--- src/rtl/buzzer_alert_sched_if.sv ---
// ============================================================================
// Module      : buzzer_alert_sched_if
// Description : Measurement-in / buzzer-out bundle for the proximity alert
//               scheduler.
// Revision    : 1.0 - initial release
// ============================================================================
`default_nettype none

interface buzzer_alert_sched_if;
    logic        enable;
    logic [31:0] duration;
    logic        dur_valid;
    logic        buzzer_out;
    logic [1:0]  zone;
    logic        active;

    modport master (
        output enable,
        output duration,
        output dur_valid,
        input  buzzer_out,
        input  zone,
        input  active
    );

    modport slave (
        input  enable,
        input  duration,
        input  dur_valid,
        output buzzer_out,
        output zone,
        output active
    );
endinterface

`default_nettype wire

--- src/rtl/buzzer_alert_sched.sv ---
// ============================================================================
// Module      : buzzer_alert_sched
// Description : Classifies echo durations into distance zones and drives an
//               active-low buzzer with a zone-dependent beep cadence and tone.
// Revision    : 1.0 - initial release
// ============================================================================
`default_nettype none

module buzzer_alert_sched #(
    parameter int unsigned TONE_HALF = 3000,
    parameter int unsigned NEAR_TH   = 1750,
    parameter int unsigned MID_TH    = 3500,
    parameter int unsigned FAR_TH    = 7000,
    parameter int unsigned ON_CYC    = 1200000,
    parameter int unsigned OFF_MID   = 1200000,
    parameter int unsigned OFF_FAR   = 4800000,
    parameter int unsigned STALE_CYC = 24000000
) (
    input  wire logic           clk,
    input  wire logic           rst,
    buzzer_alert_sched_if.slave bus
);

    typedef enum logic [1:0] {
        IDLE     = 2'd0,
        BEEP_ON  = 2'd1,
        BEEP_OFF = 2'd2,
        CONT     = 2'd3
    } state_t;

    state_t      state;
    state_t      state_nxt;
    logic [31:0] phase;
    logic [31:0] phase_nxt;
    logic [31:0] off_len;
    logic [31:0] off_len_nxt;
    logic [31:0] tone_cnt;
    logic [31:0] tone_cnt_nxt;
    logic        tone;
    logic        tone_nxt;
    logic [31:0] stale;
    logic [1:0]  zone_q;
    logic [1:0]  zone_class;
    logic        buzzer_q;
    logic        active_q;
    logic        entering;
    logic        sounding_nxt;

    assign bus.zone       = zone_q;
    assign bus.buzzer_out = buzzer_q;
    assign bus.active     = active_q;

    always_comb begin
        zone_class = 2'd0;
        if (bus.duration < NEAR_TH)
            zone_class = 2'd3;
        else if (bus.duration < MID_TH)
            zone_class = 2'd2;
        else if (bus.duration < FAR_TH)
            zone_class = 2'd1;
    end

    // A fresh measurement always beats the staleness expiry in the same cycle.
    always_ff @(posedge clk) begin
        if (!rst) begin
            zone_q <= 2'd0;
            stale  <= 32'd0;
        end else if (bus.dur_valid) begin
            zone_q <= zone_class;
            stale  <= 32'd0;
        end else if (stale == STALE_CYC - 32'd1) begin
            zone_q <= 2'd0;
        end else begin
            stale  <= stale + 32'd1;
        end
    end

    always_ff @(posedge clk) begin
        if (!rst) begin
            state    <= IDLE;
            phase    <= 32'd0;
            off_len  <= OFF_FAR;
            tone_cnt <= 32'd0;
            tone     <= 1'b0;
            buzzer_q <= 1'b1;
            active_q <= 1'b0;
        end else begin
            state    <= state_nxt;
            phase    <= phase_nxt;
            off_len  <= off_len_nxt;
            tone_cnt <= tone_cnt_nxt;
            tone     <= tone_nxt;
            buzzer_q <= ~tone_nxt;
            active_q <= (state_nxt != IDLE);
        end
    end

    always_comb begin
        state_nxt = state;
        case (state)
            IDLE: begin
                if (zone_q == 2'd3)
                    state_nxt = CONT;
                else if (zone_q != 2'd0)
                    state_nxt = BEEP_ON;
            end
            BEEP_ON: begin
                if (zone_q == 2'd3)
                    state_nxt = CONT;
                else if (phase == ON_CYC - 32'd1)
                    state_nxt = BEEP_OFF;
            end
            BEEP_OFF: begin
                if (zone_q == 2'd3)
                    state_nxt = CONT;
                else if (phase == off_len - 32'd1)
                    state_nxt = (zone_q != 2'd0) ? BEEP_ON : IDLE;
            end
            CONT: begin
                if (zone_q == 2'd1 || zone_q == 2'd2)
                    state_nxt = BEEP_OFF;
                else if (zone_q == 2'd0)
                    state_nxt = IDLE;
            end
            default: state_nxt = IDLE;
        endcase
        if (!bus.enable)
            state_nxt = IDLE;

        entering     = (state_nxt != state);
        sounding_nxt = (state_nxt == BEEP_ON) || (state_nxt == CONT);

        phase_nxt = 32'd0;
        if (!entering && (state == BEEP_ON || state == BEEP_OFF))
            phase_nxt = phase + 32'd1;

        // Off length is frozen by the zone seen at the moment BEEP_OFF is entered.
        off_len_nxt = off_len;
        if (entering && state_nxt == BEEP_OFF)
            off_len_nxt = (zone_q == 2'd2) ? OFF_MID : OFF_FAR;

        tone_cnt_nxt = 32'd0;
        tone_nxt     = 1'b0;
        if (sounding_nxt) begin
            if (entering) begin
                tone_nxt = 1'b1;
            end else if (tone_cnt == TONE_HALF - 32'd1) begin
                tone_nxt = ~tone;
            end else begin
                tone_cnt_nxt = tone_cnt + 32'd1;
                tone_nxt     = tone;
            end
        end
    end

endmodule

`default_nettype wire

--- src/flat_wrapper.sv ---
// flat-port wrapper written by rule: the top's interface ports become plain ports
module buzzer_alert_sched_flat 
#(
    parameter int unsigned TONE_HALF = 3000,
    parameter int unsigned NEAR_TH   = 1750,
    parameter int unsigned MID_TH    = 3500,
    parameter int unsigned FAR_TH    = 7000,
    parameter int unsigned ON_CYC    = 1200000,
    parameter int unsigned OFF_MID   = 1200000,
    parameter int unsigned OFF_FAR   = 4800000,
    parameter int unsigned STALE_CYC = 24000000
)
  (clk, rst, bus_enable, bus_duration, bus_dur_valid, bus_buzzer_out, bus_zone, bus_active);
  buzzer_alert_sched_if bus_i ();
  input  wire logic clk;
  input  wire logic rst;
  input wire logic [$bits(bus_i.enable)-1:0] bus_enable;
  input wire logic [$bits(bus_i.duration)-1:0] bus_duration;
  input wire logic [$bits(bus_i.dur_valid)-1:0] bus_dur_valid;
  output wire logic [$bits(bus_i.buzzer_out)-1:0] bus_buzzer_out;
  output wire logic [$bits(bus_i.zone)-1:0] bus_zone;
  output wire logic [$bits(bus_i.active)-1:0] bus_active;
  assign bus_i.enable = bus_enable;
  assign bus_i.duration = bus_duration;
  assign bus_i.dur_valid = bus_dur_valid;
  assign bus_buzzer_out = bus_i.buzzer_out;
  assign bus_zone = bus_i.zone;
  assign bus_active = bus_i.active;
  buzzer_alert_sched #(.TONE_HALF(TONE_HALF), .NEAR_TH(NEAR_TH), .MID_TH(MID_TH), .FAR_TH(FAR_TH), .ON_CYC(ON_CYC), .OFF_MID(OFF_MID), .OFF_FAR(OFF_FAR), .STALE_CYC(STALE_CYC)) u_core (.clk(clk), .rst(rst), .bus(bus_i));
endmodule
--- config.mk ---
export PLATFORM = sky130hd
export DESIGN_NAME = buzzer_alert_sched_flat
export DESIGN_NICKNAME = d
export VERILOG_FILES = /design/src/rtl/buzzer_alert_sched_if.sv /design/src/rtl/buzzer_alert_sched.sv /design/src/flat_wrapper.sv
export SDC_FILE = /design/constraint.sdc
export NUM_CORES = 1
export LEC_CHECK = 0
export ABC_AREA = 1
export BUFFER_PORTS_ARGS = -buffer_cell sky130_fd_sc_hd__buf_2
export CORE_MARGIN = 4
export CORE_UTILIZATION = 55
export DETAILED_ROUTE_END_ITERATION = 8
export PLACE_DENSITY = 0.73
export SYNTH_ARGS = -nofsm -noshare
export SYNTH_HDL_FRONTEND = slang
export SYNTH_SLANG_ARGS = --single-unit
--- constraint.sdc ---
create_clock -name clk -period 3.69 [get_ports clk]
set_clock_uncertainty 0.05 [all_clocks]
set_input_delay 0.369 -clock clk [delete_from_list [all_inputs] [get_ports clk]]
set_output_delay 0.369 -clock clk [all_outputs]
set_load 0.05 [all_outputs]
==> results.cfg <==
[clocking]
cts_resized = 0
cts_tree = yes
ctsLongestPathBuffers = 2
worst_skew_pair.late_latency_ns = 0.38
cts.root.buffer_cell = clkbuf_8
h-tree-depth = 3
cts.reportedPaths.clkPinSlew_ns = 0.10
cts_buffers = 9
post_cts_buffers = 0
cts.hold.buffers_added = 0
numClockSinks = 105

[floorplan]
die_height_um = 114
start_util = 0.567
die_area_mm2 = 0.0130
rows = 38
core_mm2 = 0.0109
ios = 40
die_x_um = 114

[sta]
min_period_over_period = 0.741
maxSlewViolCount = 0
setup_violations = 0
grt_setup_unrepaired = false
tightest_slew_ns = 0.954
slew_headroom = 0.362
fin_tns_setup_ns = 0
fmax_ghz = 0.366
hold_violations = 0
fin_ws_ns = 0.954
period_minus_slack_ns = 2.74

[placed_design]
pre_cts_ws_ns = 1.01
hpwl_um = 9590
gp_congestion = 0.923
io_buffers = 38

[synth]
ys_seq_area_frac = 0.341
synth.net_count = 900
yosys_warnings = 0
synth_edf_count = 0
syn_area_mm2 = 0.00617
syn_avg_cell_area_um2 = 7.23
synth_top_area_cell = dfxtp_1
synth.distinct_cells = 45
yosysTopAreaCellShare = 0.341
synth_area_leaders = dfxtp_1 (34%), nand2_1 (9.1%), inv_1 (8.4%), xor2_1 (8.1%), nor2_1 (6.6%)
syn-instance-count = 854
async_flop_share = 0
ys_seq_elements = 105
synth_ff_type = dfxtp_1

[route]
routed_wirelength_um = 12700
drtPass1Iterations = 8
antenna_left = 0
drc = 0
wl_per_cell_um = 12.2
drt_iter0_drc = 440
via_count = 5360
vias_per_cell = 5.16

[global_route]
antenna_found_initial = 0
grt_pass1_wl_um = 22200
grt-ovfl-total = 0
grt_max_degree = 33
grt_usage = 0.205
grt_pass1_vias = 5015

[worst_setup_path]
crit_chain = inv_1 -> ha_1 -> a41oi_1 -> nand2_4 -> nor2_4 -> nand2_2 -> nor3_1
cp_slowest_cell = dfxtp_1
path_max_fanout = 32
cp_top_family = simple AND/OR/NAND/NOR gates
worst_path_largest_cell_delay_ns = 0.54
critical_path_buf_inv_count = 1
r2r_start = u_core.state[0]$_SDFF_PN0_
critPathLaunchType = flip-flop
startpoint = u_core.state[0]$_SDFF_PN0_
cp-end-kind = flip-flop
crit_type = flip-flop to flip-flop
critPathRequiredTime_ns = 3.93
cp.arrival_ns = 2.98

[flow_run]
drv_cap = 0

[power_and_ir_drop]
p_leak_nw = 2.28
p_per_area_mw_per_mm2 = 279
ir_worst_vdd_mv = 0.281

[final_layout]
drive_above_1_share = 0.148
n_antenna_cell = 0
syn2layout_area_growth_pct = 7.40
nNetsFinal = 939

[status]
status = completed

[hold_path]
hold_path.class = primary input to flip-flop
holdCritStartpoint = rst
==> worst paths after layout <==
path	end	slack, ns	depth (start not counted)
worst max register to register	u_core.tone_cnt[0]$_SDFF_PP0_	0.95	7
worst min register to register	u_core.stale[31]$_SDFFE_PP0N_	0.42	2
worst min-delay path	u_core.off_len[19]$_SDFFE_PN1P_	0.16	2
worst max-delay path	u_core.tone_cnt[0]$_SDFF_PP0_	0.95	7
==> cell type report <==
class | count | area [µm²]
Fill cell | 1065 | 4260
Multi-Input combinational cell | 597 | 3440
Inverter | 141 | 529
Clock buffer | 10 | 128
Tap cell | 140 | 175
Clock inverter | 6 | 51.3
Timing Repair Buffer | 39 | 198
Sequential cell | 105 | 2100
==> synthesized netlist by cell type (2+ instances only) <==
master,n
dfxtp_1,105
buf_4,2
nand3_1,27
buf_6,6
or2_2,11
nor3_1,39
nand4_1,36
nor2_4,4
inv_2,3
a31oi_1,4
nor2_2,6
buf_1,2
o21a_1,2
nand3b_1,2
ha_1,10
nand4_2,3
nand2_2,8
a21oi_1,26
nor4_1,20
o21ai_0,12
nor2_1,109
xnor2_1,14
o21ai_1,2
nand3_2,4
nor3_2,34
xor2_1,57
inv_1,138
o211ai_1,2
nand2_1,150
==> state kept, by name, summed over array words and instances, names as in the netlist <==
register and count:
u_core.phase 32, u_core.stale 32, u_core.tone_cnt 32, u_core.bus.zone 2, u_core.off_len 2, u_core.state 2
u_core.bus.active 1, u_core.bus.buzzer_out 1, u_core.tone 1
==> layout by cell type (no fill, tap or decap), drive strengths merged, types with 2 or more instances in the layout <==
| cell | n |
|---|---|
| nor2 | 119 |
| buf | 39 |
| clkinv | 2 |
| o211ai | 2 |
| dfxtp | 105 |
| a21oi | 26 |
| nor4 | 21 |
| nor3 | 74 |
| nand4 | 40 |
| or2 | 11 |
| clkbuf | 10 |
| ha | 10 |
| a31oi | 4 |
| xor2 | 57 |
| nand2 | 159 |
| inv | 144 |
| o21a | 2 |
| and2 | 2 |
| nand3 | 32 |
| o21ai | 14 |
| nand3b | 2 |
| xnor2 | 14 |
==> report_power, final <==
group / total, mW / switching [mW] / leakage [nW] / internal, mW
clock network: 0.670 / 0.415 / 0.0879 / 0.255
registers: 1.13 / 0.00105 / 0.846 / 1.13
logic: 0.0413 / 0.0216 / 1.35 / 0.0197
==> stage by stage <==
stage / hold WS, ns / instances / power [mW] / instance area [µm²] / util
2_1_floorplan: 0.373 / 854 / 1.18 / 6170 / -
3_3_place_gp: 0.392 / 1022 / 1.20 / 6450 / 0.592
3_5_place_dp: 0.400 / 1022 / 1.20 / 6450 / 0.592
4_1_cts: 0.147 / 1038 / 1.87 / 6630 / 0.609
5_1_grt: 0.155 / 1038 / 1.92 / 6630 / 0.609
6_report: 0.161 / 1038 / 1.85 / 6630 / 0.609
==> cells by family (layout without fill, tap and decap cells) <==
logic type	count (synthesis)	in the layout	share of synthesized area
AOI/OAI and AO/OA	54	54	0.0495
xor gates and xnor gates	71	71	0.101
adders and majority gates	10	10	0.0203
buffers and inverters	152	196	0.101
DFF	105	105	0.341
and+or+nand+nor	462	462	0.388
==> metal layers <==
layer / routed length (µm) / track usage / vias up
li1: - / - / 2826
met1: 6120 / 0.269 / 2435
met2: 5920 / 0.342 / 91
met3: 536 / 0.0552 / 8
met4: 97 / 0.0428 / 0
met5: 0 / 0 / -
Power figures use the tool's default switching activity.
